**src/rtl/mbist_pkg.sv**
```systemverilog
// March C- element definitions shared by the sequencer and its bench.
// Element tables: direction, pair/single, read and write backgrounds.
package mbist_pkg;

    typedef enum logic [2:0] {
        M0,
        M1,
        M2,
        M3,
        M4,
        M5,
        DONE
    } march_elem_t;

    localparam int MAX_DATA_W = 64;
    localparam logic [MAX_DATA_W-1:0] ALL0 = '0;
    localparam logic [MAX_DATA_W-1:0] ALL1 = '1;

    function automatic logic elem_down(march_elem_t e);
        case (e)
            M3, M4, M5: return 1'b1;
            default:    return 1'b0;
        endcase
    endfunction

    function automatic logic elem_pair(march_elem_t e);
        case (e)
            M1, M2, M3, M4: return 1'b1;
            default:        return 1'b0;
        endcase
    endfunction

    function automatic logic elem_rd_val(march_elem_t e);
        case (e)
            M2, M4:  return 1'b1;
            default: return 1'b0;
        endcase
    endfunction

    function automatic logic elem_wr_val(march_elem_t e);
        case (e)
            M1, M3:  return 1'b1;
            default: return 1'b0;
        endcase
    endfunction

    function automatic march_elem_t elem_next(march_elem_t e);
        case (e)
            M0:      return M1;
            M1:      return M2;
            M2:      return M3;
            M3:      return M4;
            M4:      return M5;
            default: return DONE;
        endcase
    endfunction

endpackage

```
**src/rtl/mbist_march_sequencer_if.sv**
```systemverilog
// Command/memory bundle between controller, sequencer and memory/comparator.
// The sequencer is the master: it consumes ld/NbarT and drives the rest.
interface mbist_march_sequencer_if #(
    parameter int ADDR_W = 6,
    parameter int DATA_W = 8
);
    logic              ld;
    logic              NbarT;
    logic              cout;
    logic [ADDR_W-1:0] addr;
    logic              rwbar;
    logic [DATA_W-1:0] wdata;
    logic [DATA_W-1:0] expected;
    logic              cmp_en;

    modport master (
        input  ld, NbarT,
        output cout, addr, rwbar, wdata, expected, cmp_en
    );

    modport slave (
        output ld, NbarT,
        input  cout, addr, rwbar, wdata, expected, cmp_en
    );
endinterface

```
**src/rtl/mbist_addr_counter.sv**
```systemverilog
// Up/down address counter with load-zero, load-max and last-address flag.
// Priority: clr over load_max over en.
module mbist_addr_counter #(
    parameter int ADDR_W = 6
) (
    input  logic              clk,
    input  logic              rst,
    input  logic              clr,
    input  logic              load_max,
    input  logic              en,
    input  logic              down,
    output logic [ADDR_W-1:0] count,
    output logic              last
);
    always_ff @(posedge clk or negedge rst) begin
        if (!rst) begin
            count <= '0;
        end else if (clr) begin
            count <= '0;
        end else if (load_max) begin
            count <= '1;
        end else if (en) begin
            count <= down ? count - 1'b1 : count + 1'b1;
        end
    end

    assign last = down ? (count == '0) : (count == '1);
endmodule

```
**src/rtl/mbist_march_sequencer.sv**
```systemverilog
// March C- sequencer: walks M0..M5 over the memory, then parks in DONE.
// All memory-side outputs decode combinationally from element/phase/addr.
module mbist_march_sequencer
    import mbist_pkg::*;
#(
    parameter int ADDR_W = 6,
    parameter int DATA_W = 8
) (
    input  logic                  clk,
    input  logic                  rst,
    mbist_march_sequencer_if.master bus
);
    march_elem_t       elem, elem_n;
    logic              phase, phase_n;
    logic              clr, load_max, cnt_en, last;
    logic [ADDR_W-1:0] addr;
    logic              is_read, active;
    logic [DATA_W-1:0] rd_word, wr_word;

    mbist_addr_counter #(.ADDR_W(ADDR_W)) u_cnt (
        .clk      (clk),
        .rst      (rst),
        .clr      (clr),
        .load_max (load_max),
        .en       (cnt_en),
        .down     (elem_down(elem)),
        .count    (addr),
        .last     (last)
    );

    always_ff @(posedge clk or negedge rst) begin
        if (!rst) begin
            elem  <= M0;
            phase <= 1'b0;
        end else begin
            elem  <= elem_n;
            phase <= phase_n;
        end
    end

    always_comb begin
        elem_n   = elem;
        phase_n  = phase;
        clr      = 1'b0;
        load_max = 1'b0;
        cnt_en   = 1'b0;
        if (bus.ld) begin
            elem_n  = M0;
            phase_n = 1'b0;
            clr     = 1'b1;
        end else if (bus.NbarT && elem != DONE) begin
            if (elem_pair(elem) && !phase) begin
                phase_n = 1'b1;
            end else begin
                phase_n = 1'b0;
                if (last) begin
                    // Each element starts at its own end of the array.
                    elem_n = elem_next(elem);
                    if (elem_n != DONE && elem_down(elem_n))
                        load_max = 1'b1;
                    else
                        clr = 1'b1;
                end else begin
                    cnt_en = 1'b1;
                end
            end
        end
    end

    always_comb begin
        active  = (elem != DONE);
        is_read = elem_pair(elem) ? !phase : !(elem == M0);
        rd_word = elem_rd_val(elem) ? ALL1[DATA_W-1:0] : ALL0[DATA_W-1:0];
        wr_word = elem_wr_val(elem) ? ALL1[DATA_W-1:0] : ALL0[DATA_W-1:0];
        bus.addr     = addr;
        bus.rwbar    = is_read;
        bus.wdata    = is_read ? '0 : wr_word;
        bus.expected = (is_read && active) ? rd_word : '0;
        bus.cmp_en   = is_read && active && bus.NbarT;
        bus.cout     = !active || (elem == M5 && addr == '0);
    end
endmodule

```
**src/flat_wrapper.sv**
```systemverilog
// flat-port wrapper written by rule: the top's interface ports become plain ports
module mbist_march_sequencer_flat import mbist_pkg::*;
#(
    parameter int ADDR_W = 6,
    parameter int DATA_W = 8
)
  (clk, rst, bus_ld, bus_NbarT, bus_cout, bus_addr, bus_rwbar, bus_wdata, bus_expected, bus_cmp_en);
  mbist_march_sequencer_if #(.ADDR_W(ADDR_W), .DATA_W(DATA_W)) bus_i ();
  input  logic clk;
  input  logic rst;
  input wire logic [$bits(bus_i.ld)-1:0] bus_ld;
  input wire logic [$bits(bus_i.NbarT)-1:0] bus_NbarT;
  output wire logic [$bits(bus_i.cout)-1:0] bus_cout;
  output wire logic [$bits(bus_i.addr)-1:0] bus_addr;
  output wire logic [$bits(bus_i.rwbar)-1:0] bus_rwbar;
  output wire logic [$bits(bus_i.wdata)-1:0] bus_wdata;
  output wire logic [$bits(bus_i.expected)-1:0] bus_expected;
  output wire logic [$bits(bus_i.cmp_en)-1:0] bus_cmp_en;
  assign bus_i.ld = bus_ld;
  assign bus_i.NbarT = bus_NbarT;
  assign bus_cout = bus_i.cout;
  assign bus_addr = bus_i.addr;
  assign bus_rwbar = bus_i.rwbar;
  assign bus_wdata = bus_i.wdata;
  assign bus_expected = bus_i.expected;
  assign bus_cmp_en = bus_i.cmp_en;
  mbist_march_sequencer #(.ADDR_W(ADDR_W), .DATA_W(DATA_W)) u_core (.clk(clk), .rst(rst), .bus(bus_i));
endmodule
```
**config.mk**
```make
export PLATFORM = sky130hd
export DESIGN_NAME = mbist_march_sequencer_flat
export DESIGN_NICKNAME = d
export VERILOG_FILES = /design/src/rtl/mbist_pkg.sv /design/src/rtl/mbist_march_sequencer_if.sv /design/src/rtl/mbist_addr_counter.sv /design/src/rtl/mbist_march_sequencer.sv /design/src/flat_wrapper.sv
export SDC_FILE = /design/constraint.sdc
export NUM_CORES = 1
export LEC_CHECK = 0
export BUFFER_PORTS_ARGS = -buffer_cell sky130_fd_sc_hd__buf_4
export CAP_MARGIN = 20
export CORE_MARGIN = 2
export CORE_UTILIZATION = 30
export CTS_BUF_LIST = sky130_fd_sc_hd__clkbuf_8
export DETAILED_ROUTE_END_ITERATION = 8
export PLACE_DENSITY_LB_ADDON = 0.15
export SLEW_MARGIN = 20
export SYNTH_ARGS = -nofsm -noshare
export SYNTH_HDL_FRONTEND = slang
export SYNTH_SLANG_ARGS = --single-unit
```
**constraint.sdc**
```tcl
create_clock -name clk -period 2.45 [get_ports clk]
set_input_delay 0.3675 -clock clk [delete_from_list [all_inputs] [get_ports clk]]
set_output_delay 0.3675 -clock clk [all_outputs]
set_load 0.03 [all_outputs]
```
==> reports/summary.txt <==
status: completed
Main synth FF type: dfrtp_1
pwr/cell area: 347 nW/µm²
die width: 62.3 µm
Root Driver: clkbuf_8
hpwl dp: 1980 µm
Via density: 5.08
Pleak: 0.597 nW
routability cong.: 0.807
fin crit period: 2.29 ns
antenna violations before repair: 0
first drt pass iteration count: 4
maximum net fanout on the critical path: 5
Least-Margin Pin Slew: 0.537 ns
CP endpoint kind: flop
CP bufs+invs: 0
Synth Area in Simple Gates: 21.9%
max_cap viols: 0
dpl ws: 0.0790 ns
CP Data Required Time: 2.61 ns
GRT overflow: 0
Clk pin slew, worst setup/hold paths: 0.05 ns
FF+latch count, synth: 10
CP startpoint: u_core.elem[2]
Compound-Gate Fraction of Synth Area: 30.5%
crit-path cells: nand3b_1 -> nand2_2 -> ha_1 -> a211oi_1 -> nor3b_1 -> o32a_1 -> or4_1 -> a31oi_1
Setup TNS Final: 0 ns
CP max stage delay: 0.39 ns
fin area: 1290 µm²
RSZ-0062 raised after global routing: false
Mapped Cells: 123
# setup viols final: 0
number of global-route vias before repair: 912
share of cells above drive strength 1: 34.0%
Area after DPL: 1220 µm²
final period utilization: 93.4%
post-synth cell types: 44
Worst EP arrival: 2.45 ns
Num Clock Sinks: 10
Final Max Tran Viols: 0
startpoint types: flop
multiplexer share of the synthesized area: 0.983%
die footprint: 3880 µm²
Worst R2R Path Depth: 8
worst hold start: bus_ld
Diodes inserted: 0
TritonCTS Buffers: 3
Initial DRC Count: 26
initial core utilization: 30.8%
Hold Fails Final Rpt: 0
wire per inst: 13.3 µm
H-tree depth: 1
Mean Syn Cell Area: 8.28 µm²
GRT Util Overall: 13.8%
post-synth top area cell: dfrtp_1
row count: 21
TritonCTS clock tree: done
Synth area leaders: dfrtp_1 25%, buf_4 10%, a21oi_1 5.4%
most common library cells after synthesis: 14 x buf_4, 12 x nor2_1, 11 x a21oi_1
clock skew: 0.00359 ns
maximum clock rate: 437 MHz
I/O Buffers: 28
Mapped Nets: 132
Final Net Count: 154
area growth from synthesis to layout: 26.7%
DRC: 0
Via Count: 965
Die H: 62.3 µm
Worst VDD drop: 280 µV
largest family of logic cells by synthesized area: compound AO/OA/AOI/OAI gates
Post-Synth XOR/XNOR Area: 1.72%
ANT nets after route: 0
Top delay family on crit path: simple AND/OR/NAND/NOR gates
largest net degree at the start of global routing: 16
clock buffer depth: 2
asr flop ratio synth: 100%
Power, Total: 0.448 mW
register area share after synthesis: 24.6%
r2r endpoint: u_core.u_cnt.count[5]
top-count cell post-synth: buf_4
Syn. warnings: 0
first-pass GRT wire length: 4370 µm
R2R Setup Slk: 0.16 ns
Cells on Worst Hold Path: 2
Critical-path top delay cell: dfrtp_1
clock latency on the worst-skew pair: 0.23 ns
post-route setup slack: 0.161 ns
Rel. slew slack: 64.2%
Post-Syn Area: 1020 µm²
Routed WL: 2530 µm
post-synth top area share: 24.6%
WHS Endpoint: u_core.u_cnt.count[5]
Adder-Cell Fraction of Synth Area: 6.88%
I/O pin total: 29
Post-synth EDFFs: 0
Setup CP Type: reg -> reg
FF-to-FF Start: u_core.elem[2]
Hold Path Class: in -> reg
Core Region: 3310 µm²
-- flip-flops by register name, indices dropped and copies added, names as in the netlist --
| register | cells |
|---|---|
| u_core.phase | 1 |
| u_core.elem | 3 |
| u_core.u_cnt.count | 6 |
-- final cells by class --
type,instances,area (µm²)
Clock buffer,4,55.1
Fill cell,362,2020
Inverter,2,7.51
Multi-Input combinational cell,91,638
Sequential cell,10,251
Tap cell,46,57.6
Timing Repair Buffer,37,280
-- kinds of logic (layout without fill, tap and decap cells) --
logic type | count (synthesis) | in the layout
compound gates | 43 | 43
simple gates | 40 | 40
buf+inv | 22 | 43
flops | 10 | 10
fa+ha+maj | 5 | 5
xor+xnor | 2 | 2
mux | 1 | 1
-- report_power, final --
group	internal, mW	leakage (nW)	switching (mW)
clock network	0.141	0.0288	0.0619
logic	0.0272	0.433	0.0390
registers	0.170	0.135	0.00879
total	0.338	0.597	0.110
-- routing by layer --
metal | wire (µm) | global-route usage [%] | vias to the layer above | part of all wire [%]
li1 | - | - | 479 | -
met1 | 1230 | 19.0 | 455 | 49
met2 | 1160 | 22.0 | 29 | 46
met3 | 129 | 2.54 | 2 | 5.1
met4 | 6 | 4.17 | 0 | 0.24
met5 | 0 | 0 | - | 0
-- worst max-delay path by stage --
stage,depth (start not counted),slack (ns),to
6_report,8,0.16,u_core.u_cnt.count[5]
4_1_cts,8,0.07,u_core.u_cnt.count[5]
5_1_grt,8,0.02,u_core.u_cnt.count[5]
2_1_floorplan,4,0.05,bus_cout
3_3_place_gp,8,0.16,u_core.u_cnt.count[5]
3_5_place_dp,8,0.08,u_core.u_cnt.count[5]
-- timing repair --
item / CTS / global route
resized for setup: 0 / 3
endpoints found under the setup margin: 0 / 1
setup buffers: 0 / 0
endpoints found under the hold margin: 10 / 0
hold buffers: 1 / 0
-- layout by cell type, fill, tap and decap left out, types with 2 or more instances in the layout --
cell / n
clkbuf_8: 4
a21oi_1: 11
nor2b_1: 2
o21bai_1: 2
o21ai_0: 6
o211ai_1: 4
inv_1: 2
o21a_1: 2
ha_1: 4
nor2_1: 12
a21o_1: 2
a31oi_1: 3
buf_4: 36
nand2_1: 8
nand3b_1: 2
nand2b_1: 4
dfrtp_1: 9
nand3_1: 2
-- metrics by stage --
step	hold slack, ns	util [%]	instances
floorplan	0.0719	-	123
global placement	0.201	36.9	185
detailed placement	0.203	36.9	185
CTS	0.355	38.9	190
global route	0.372	39.0	190
finish	0.361	39.0	190
Power figures use the tool's default switching activity.
